--- src/rtl/program_counter_pkg.sv ---
// program_counter_pkg: shared word width, reset address and the {clr, load, inc, dec} control encoding
package program_counter_pkg;
  localparam int WORD_WIDTH = 16;
  localparam logic [WORD_WIDTH-1:0] DEFAULT_PC_RESET = '0;
  typedef struct packed {
    logic clr;
    logic load;
    logic inc;
    logic dec;
  } pc_ctrl_t;
endpackage

--- src/rtl/program_counter_if.sv ---
// program_counter_if: controls clr/load/inc/dec and in from jump logic (master), out/wrap back from the counter (slave)
interface program_counter_if import program_counter_pkg::*; #(parameter int WIDTH = WORD_WIDTH);
  logic clr;
  logic load;
  logic inc;
  logic dec;
  logic [WIDTH-1:0] in;
  logic [WIDTH-1:0] out;
  logic wrap;
  modport master (output clr, load, inc, dec, in, input out, wrap);
  modport slave (input clr, load, inc, dec, in, output out, wrap);
endinterface

--- src/rtl/program_counter_word_register.sv ---
// word_register: WIDTH-bit register; clk, rst_n (async low to RESET_VAL), en loads d into q
module word_register #(
  parameter int WIDTH = 16,
  parameter logic [WIDTH-1:0] RESET_VAL = '0
) (
  input  logic             clk,
  input  logic             rst_n,
  input  logic             en,
  input  logic [WIDTH-1:0] d,
  output logic [WIDTH-1:0] q
);
  always_ff @(posedge clk or negedge rst_n)
    if (!rst_n) q <= RESET_VAL;
    else if (en) q <= d;
endmodule

--- src/rtl/program_counter.sv ---
// program_counter: clk, rst_n (async low), bus.slave; priority clr>load>inc/dec>hold, registered out and one-cycle wrap pulse
module program_counter import program_counter_pkg::*; #(
  parameter int WIDTH = WORD_WIDTH,
  parameter logic [WIDTH-1:0] RESET_VAL = WIDTH'(DEFAULT_PC_RESET)
) (
  input  logic clk,
  input  logic rst_n,
  program_counter_if.slave bus
);
  pc_ctrl_t ctrl;
  logic [WIDTH-1:0] q, d;
  logic up, down, en, wrap_d, wrap_q;
  assign ctrl = {bus.clr, bus.load, bus.inc, bus.dec};
  always_comb begin
    up = ctrl.inc && !ctrl.dec;
    down = ctrl.dec && !ctrl.inc;
    en = ctrl.clr || ctrl.load || up || down;
    d = ctrl.clr ? RESET_VAL : ctrl.load ? bus.in : up ? q + 1'b1 : down ? q - 1'b1 : q;
    wrap_d = !ctrl.clr && !ctrl.load && ((up && &q) || (down && ~|q));
  end
  word_register #(.WIDTH(WIDTH), .RESET_VAL(RESET_VAL)) u_reg (
    .clk(clk),
    .rst_n(rst_n),
    .en(en),
    .d(d),
    .q(q)
  );
  always_ff @(posedge clk or negedge rst_n)
    if (!rst_n) wrap_q <= 1'b0;
    else wrap_q <= wrap_d;
  assign bus.out = q;
  assign bus.wrap = wrap_q;
endmodule

--- src/flat_wrapper.sv ---
// flat-port wrapper written by rule: the top's interface ports become plain ports
module program_counter_flat import program_counter_pkg::*;
#(
  parameter int WIDTH = WORD_WIDTH,
  parameter logic [WIDTH-1:0] RESET_VAL = WIDTH'(DEFAULT_PC_RESET)
)
  (clk, rst_n, bus_clr, bus_load, bus_inc, bus_dec, bus_in, bus_out, bus_wrap);
  program_counter_if #(.WIDTH(WIDTH)) bus_i ();
  input  logic clk;
  input  logic rst_n;
  input wire logic [$bits(bus_i.clr)-1:0] bus_clr;
  input wire logic [$bits(bus_i.load)-1:0] bus_load;
  input wire logic [$bits(bus_i.inc)-1:0] bus_inc;
  input wire logic [$bits(bus_i.dec)-1:0] bus_dec;
  input wire logic [$bits(bus_i.in)-1:0] bus_in;
  output wire logic [$bits(bus_i.out)-1:0] bus_out;
  output wire logic [$bits(bus_i.wrap)-1:0] bus_wrap;
  assign bus_i.clr = bus_clr;
  assign bus_i.load = bus_load;
  assign bus_i.inc = bus_inc;
  assign bus_i.dec = bus_dec;
  assign bus_i.in = bus_in;
  assign bus_out = bus_i.out;
  assign bus_wrap = bus_i.wrap;
  program_counter #(.WIDTH(WIDTH), .RESET_VAL(RESET_VAL)) u_core (.clk(clk), .rst_n(rst_n), .bus(bus_i));
endmodule
--- config.mk ---
export PLATFORM = sky130hd
export DESIGN_NAME = program_counter_flat
export DESIGN_NICKNAME = d
export VERILOG_FILES = /design/src/rtl/program_counter_pkg.sv /design/src/rtl/program_counter_if.sv /design/src/rtl/program_counter_word_register.sv /design/src/rtl/program_counter.sv /design/src/flat_wrapper.sv
export SDC_FILE = /design/constraint.sdc
export NUM_CORES = 1
export LEC_CHECK = 0
export ABC_AREA = 1
export CORE_MARGIN = 2
export CORE_UTILIZATION = 47
export CTS_BUF_LIST = sky130_fd_sc_hd__clkbuf_16
export CTS_CLUSTER_DIAMETER = 100
export DETAILED_ROUTE_END_ITERATION = 12
export GPL_TIMING_DRIVEN = 0
export PLACE_DENSITY = 0.78
export SLEW_MARGIN = 10
export SYNTH_ARGS = -nofsm -noshare
export SYNTH_HDL_FRONTEND = slang
export SYNTH_SLANG_ARGS = --single-unit
--- constraint.sdc ---
create_clock -name clk -period 1.9 [get_ports clk]
set_clock_uncertainty 0.15 [all_clocks]
set_input_delay 0.285 -clock clk [delete_from_list [all_inputs] [get_ports clk]]
set_output_delay 0.285 -clock clk [all_outputs]
set_load 0.005 [all_outputs]
Yosys cells after proc, flatten, opt, wreduce, memory -nomap -nowiden
Index checks and enable logic that the tools add are counted.
- flip-flop bits (word level): 17
- input bits: 22
- output and inout port bits: 17
- logic and storage cells: 27
- multiplexer cells: 4
- reduce and logical (&&, ||, !) cells: 19
- add/subtract/negate cells: 2
- operators with widths (kind ; count):
    $mux W16 ; 4
    $add A16 B1 Y16 const B ; 1
    $reduce_and A16 Y1 ; 1
    $reduce_or A16 Y1 ; 1
    $sub A16 B1 Y16 const B ; 1
    $logic_and A1 B1 Y1 ; 6
    $logic_not A1 Y1 ; 5
    $logic_or A1 B1 Y1 ; 4
    $reduce_bool A4 Y1 ; 1
    $reduce_and A2 Y1 ; 1

Depth between registers and ports, before layout
- word-level depth: 6
- mapped depth: 14
- mapped depth without buffers: 14

Hierarchy
From an unflattened synthesis, not the netlist that was laid out.
- cells, all modules: 278
- area total of the unflattened synthesis: 1632.8 sq um
- by module, submodules not included (module ; sequential area each (sq um) ; instances ; area an instance (sq um) ; cells an instance):
    program_counter ; 25.0 ; 1 ; 988.4 ; 210
    word_register ; 400.4 ; 1 ; 644.4 ; 68

Least setup slack after synthesis
Ideal clock, no wire load.
- path type: input to register
- from: input bus_dec
- to: register u_core.u_reg.q[7]
- arrival: 1.917 ns
- required time: 1.627 ns
- setup time: 0.123 ns
- buffers on the path: 0
- setup slack: -0.290 ns
- cell stages on the path: 11
- cell sequence: inv_1 > ha_1 > inv_1 > ha_1 > nand2_1 > inv_1 > a21oi_1 > nand2_1 > xor2_1 > o21ai_0 > nand2_1
- word-level cells in the longest chain between the ends: 5
- elaborated cells between the ends (all ways): 10
- classes of those cells: mux (3); reduce/logical (7)
- RTL lines (element ; RTL line ; text):
    start, declared ; flat_wrapper.sv:14 ; input wire logic [$bits(bus_i.dec)-1:0] bus_dec;
    $logic_not A1 Y1 ; program_counter.sv:15 ; up = ctrl.inc && !ctrl.dec;
    $logic_and A1 B1 Y1 ; program_counter.sv:15 ;
    $mux W16 / $logic_or A1 B1 Y1 (equally long branches) (2 in series) ; program_counter.sv:18, program_counter.sv:17 ;
    $mux W16 / $reduce_and A2 Y1 (equally long branches) ; n/a ;
    end signal, assigned ; program_counter_word_register.sv:13 ; if (!rst_n) q <= RESET_VAL;
    end signal, assigned ; program_counter_word_register.sv:14 ; else if (en) q <= d;
    end, declared ; program_counter_word_register.sv:10 ; output logic [WIDTH-1:0] q
Several ways; a longest one is shown, not always the timed one.
A chain may end at the register's enable or synchronous reset.

Worst setup path in the final report
- from: input bus_dec
- to: register u_core.u_reg.q[13]
The elaborated chain is that of the path after synthesis.

==> reports/qor.csv <==
metric,value,unit
power_leakage,1.508,nW
grt_max_degree,18,
syn_inst,315,
powerDensity,830.8,mW/mm2
start_kind,primary input,
layout_setup_ws,-0.1406,ns
relSlewSlack,0.4250,
outcome,"complete, but fails checks",
drc,0,
antenna_cells,0,
gp_congestion,0.9369,
grt_overflow,0,
cp-startpoint,bus_dec,
rsz0062_at_grt,true,
final_cells,418,
die_area,0.004557,mm2
synth-simple-area-share,0.4330,
routed_wl,6658,um
reg2reg_from,u_core.u_reg.q[6],
dp_hpwl,3983,um
dr.pass1.iters,4,
synthXorXnorAreaFrac,0.02772,
syn2layout_area_growth,56.57,%
wire_per_inst,15.93,um
irDropWorstVdd,0.4072,mV
syn_nets,357,
finalHoldViolCount,0,
placementRows,23,
hold_path.class,in -> async,
violations,setup timing,
drv_cap,0,
clk_pin_slew_worst_paths,0.06,ns
io_pins,39,
place_ws,-1.280,ns
ys_warn_count,0,
final_nets,411,
ys_types,26,
arrival,2.04,ns
clockBufferDepth,2,
cts-root-buf,clkbuf_16,
dr_total_vias,2263,
synthMuxAreaShare,0,
final_max_slew_viol_count,0,
fp.dieH,67.51,um
syn_area,0.001896,mm2
yosys_register_bits,17,
core-area,0.003943,mm2
cts_tree,built,
io_buffers,38,
cts_hold_buf,0,
start_util,0.4808,
finalCritPeriodShare,1.074,
yosysSeqAreaShare,0.2244,
cts-buffers-inserted,3,
max_freq,0.4901,GHz
die_w,67.51,um
crit_fanout,9,
synth_top_family_by_area,simple AND/OR/NAND/NOR gates,
grt_pass1_wl,9384,um
critPathKind,in -> reg,
routed_via_density,5.414,
dp_cells,403,
synth_fa_ha_area_frac,0.1360,
required,1.90,ns
setup_viol,13,
cts.sinks,17,
clk_latency,0.26,ns
final_util,0.7528,
period_needed,2.041,ns
drive_gt1_frac,0.2826,
gr-usage-all-layers,0.2715,
antenna_left,0,
htreeDepth,1,
grt_pass1_vias,2123,
synth-compound-area-share,0.06205,
initialDrtViolationCount,202,
worst_setup_path_end_kind,flip-flop,
syn-mean-instance-area,6.018,um2
antenna_found_initial,0,
worst_pin_slew,0.8598,ns
placed cells by master (no fill, tap or decap), drive strengths merged, types with 2 or more instances in the layout:
master / instances
nor2: 37
nor4: 3
inv: 50
nand2: 118
nand3: 24
xor2: 6
o22ai: 3
a21oi: 8
dfrtp: 17
nor3: 6
or2: 2
nand4: 5
ha: 19
clkbuf: 6
clkdlybuf4s50: 36
buf: 15
o21ai: 7
flip-flops by register name, summed over array words and instances, names as in the netlist:
| name | count |
|---|---|
| u_core.u_reg.q | 16 |
| u_core.bus.wrap | 1 |
Yosys cell counts:
| cell | instances | area (um2) |
|---|---|---|
| clkbuf_1 | 2 | 7.510 |
| nand2_1 | 117 | 439.2 |
| ha_1 | 19 | 237.7 |
| nor4_1 | 3 | 18.77 |
| nand3_1 | 24 | 120.1 |
| dfrtp_1 | 17 | 425.4 |
| o22ai_1 | 3 | 18.77 |
| a22o_1 | 1 | 8.760 |
| buf_1 | 1 | 3.750 |
| nand4_1 | 5 | 31.28 |
| nor3_1 | 6 | 30.03 |
| or2_2 | 1 | 6.260 |
| nor2_1 | 30 | 112.6 |
| xor2_1 | 6 | 52.55 |
| buf_6 | 2 | 22.52 |
| nand2_2 | 1 | 6.260 |
| o21bai_1 | 1 | 7.510 |
| or2_1 | 1 | 6.260 |
| nor2_2 | 7 | 43.79 |
| inv_1 | 48 | 180.2 |
| a21oi_1 | 8 | 40.04 |
| and3_1 | 1 | 6.260 |
| fa_1 | 1 | 20.02 |
| inv_2 | 2 | 7.510 |
| a21boi_0 | 1 | 7.510 |
| o21ai_0 | 7 | 35.03 |
power breakdown:
group,switching [W],total [W],leakage [nW],internal (W)
Sequential,0.000102,0.000517,0.218,0.000416
Combinational,0.000837,0.00149,1.25,0.000655
Clock,0.000175,0.000456,0.0423,0.000281
repair_timing:
| item | CTS | global route |
|---|---|---|
| cloned | 0 | 0 |
| setup buffers | 10 | 1 |
| resized for setup | 45 | 48 |
| setup endpoints to repair | 17 | 16 |
| pin swaps | 16 | 15 |
final cells by class:
type	instances	area, um2
multi-input cells	243	1654
fillers	281	974.7
inverters	50	203.9
plain buffers	5	37.54
well taps	50	62.56
clock buffers	3	75.07
repair buffers	49	504.2
clock inverters	1	3.754
flip-flops and latches	17	426.7
logic make-up after synthesis:
family,count (synthesis)
fa+ha+maj,20
flops,17
compound gates,21
buf+inv,55
xor+xnor,6
simple gates,196
per-stage QoR:
step / hold WS, ns / power (W) / instance area [um2] / TNS (ns)
after floorplan: -0.1606 / 0.001228 / 1992 / -2.399
after global placement: 0.3951 / 0.001553 / 2435 / -16.69
after detailed placement: 0.3949 / 0.001572 / 2435 / -17.23
after CTS: 0.3937 / 0.002195 / 2798 / -0.2445
after global routing: 0.4327 / 0.002605 / 2968 / -2.106
final: 0.3694 / 0.002466 / 2968 / -1.031
routing by layer:
layer,track usage,vias to the layer above,wire [um]
li1,-,1095,-
met1,0.3415,1053,2702
met2,0.4706,90,3321
met3,0.02667,25,360
met4,0.1122,0,274
met5,0,-,0
critical path, cell delays in order:
cell and delay, ns:
buf_12 0.11, inv_12 0.04, ha_4 0.13, clkinvlp_4 0.12, buf_8 0.18, ha_1 0.28
nand2_1 0.10, inv_2 0.07, nand2_1 0.09, nand2_1 0.10, a21oi_2 0.19, nand2_1 0.07
nand2_1 0.11, nand3_2 0.06, nand2_1 0.07, nand2_1 0.04
worst paths after layout:
kind,to,slack [ns],cells after the start
min in group clk,u_core.u_reg.q[15],0.43,2
worst max-delay path,u_core.u_reg.q[13],-0.14,16
max in group asynchronous,u_core.u_reg.q[1],0.65,1
worst max register to register,u_core.u_reg.q[13],-0.04,11
worst min register to register,u_core.u_reg.q[15],0.43,2
worst min-delay path,u_core.u_reg.q[5],0.37,1
Note: power is estimated with default switching activity, not from simulation.
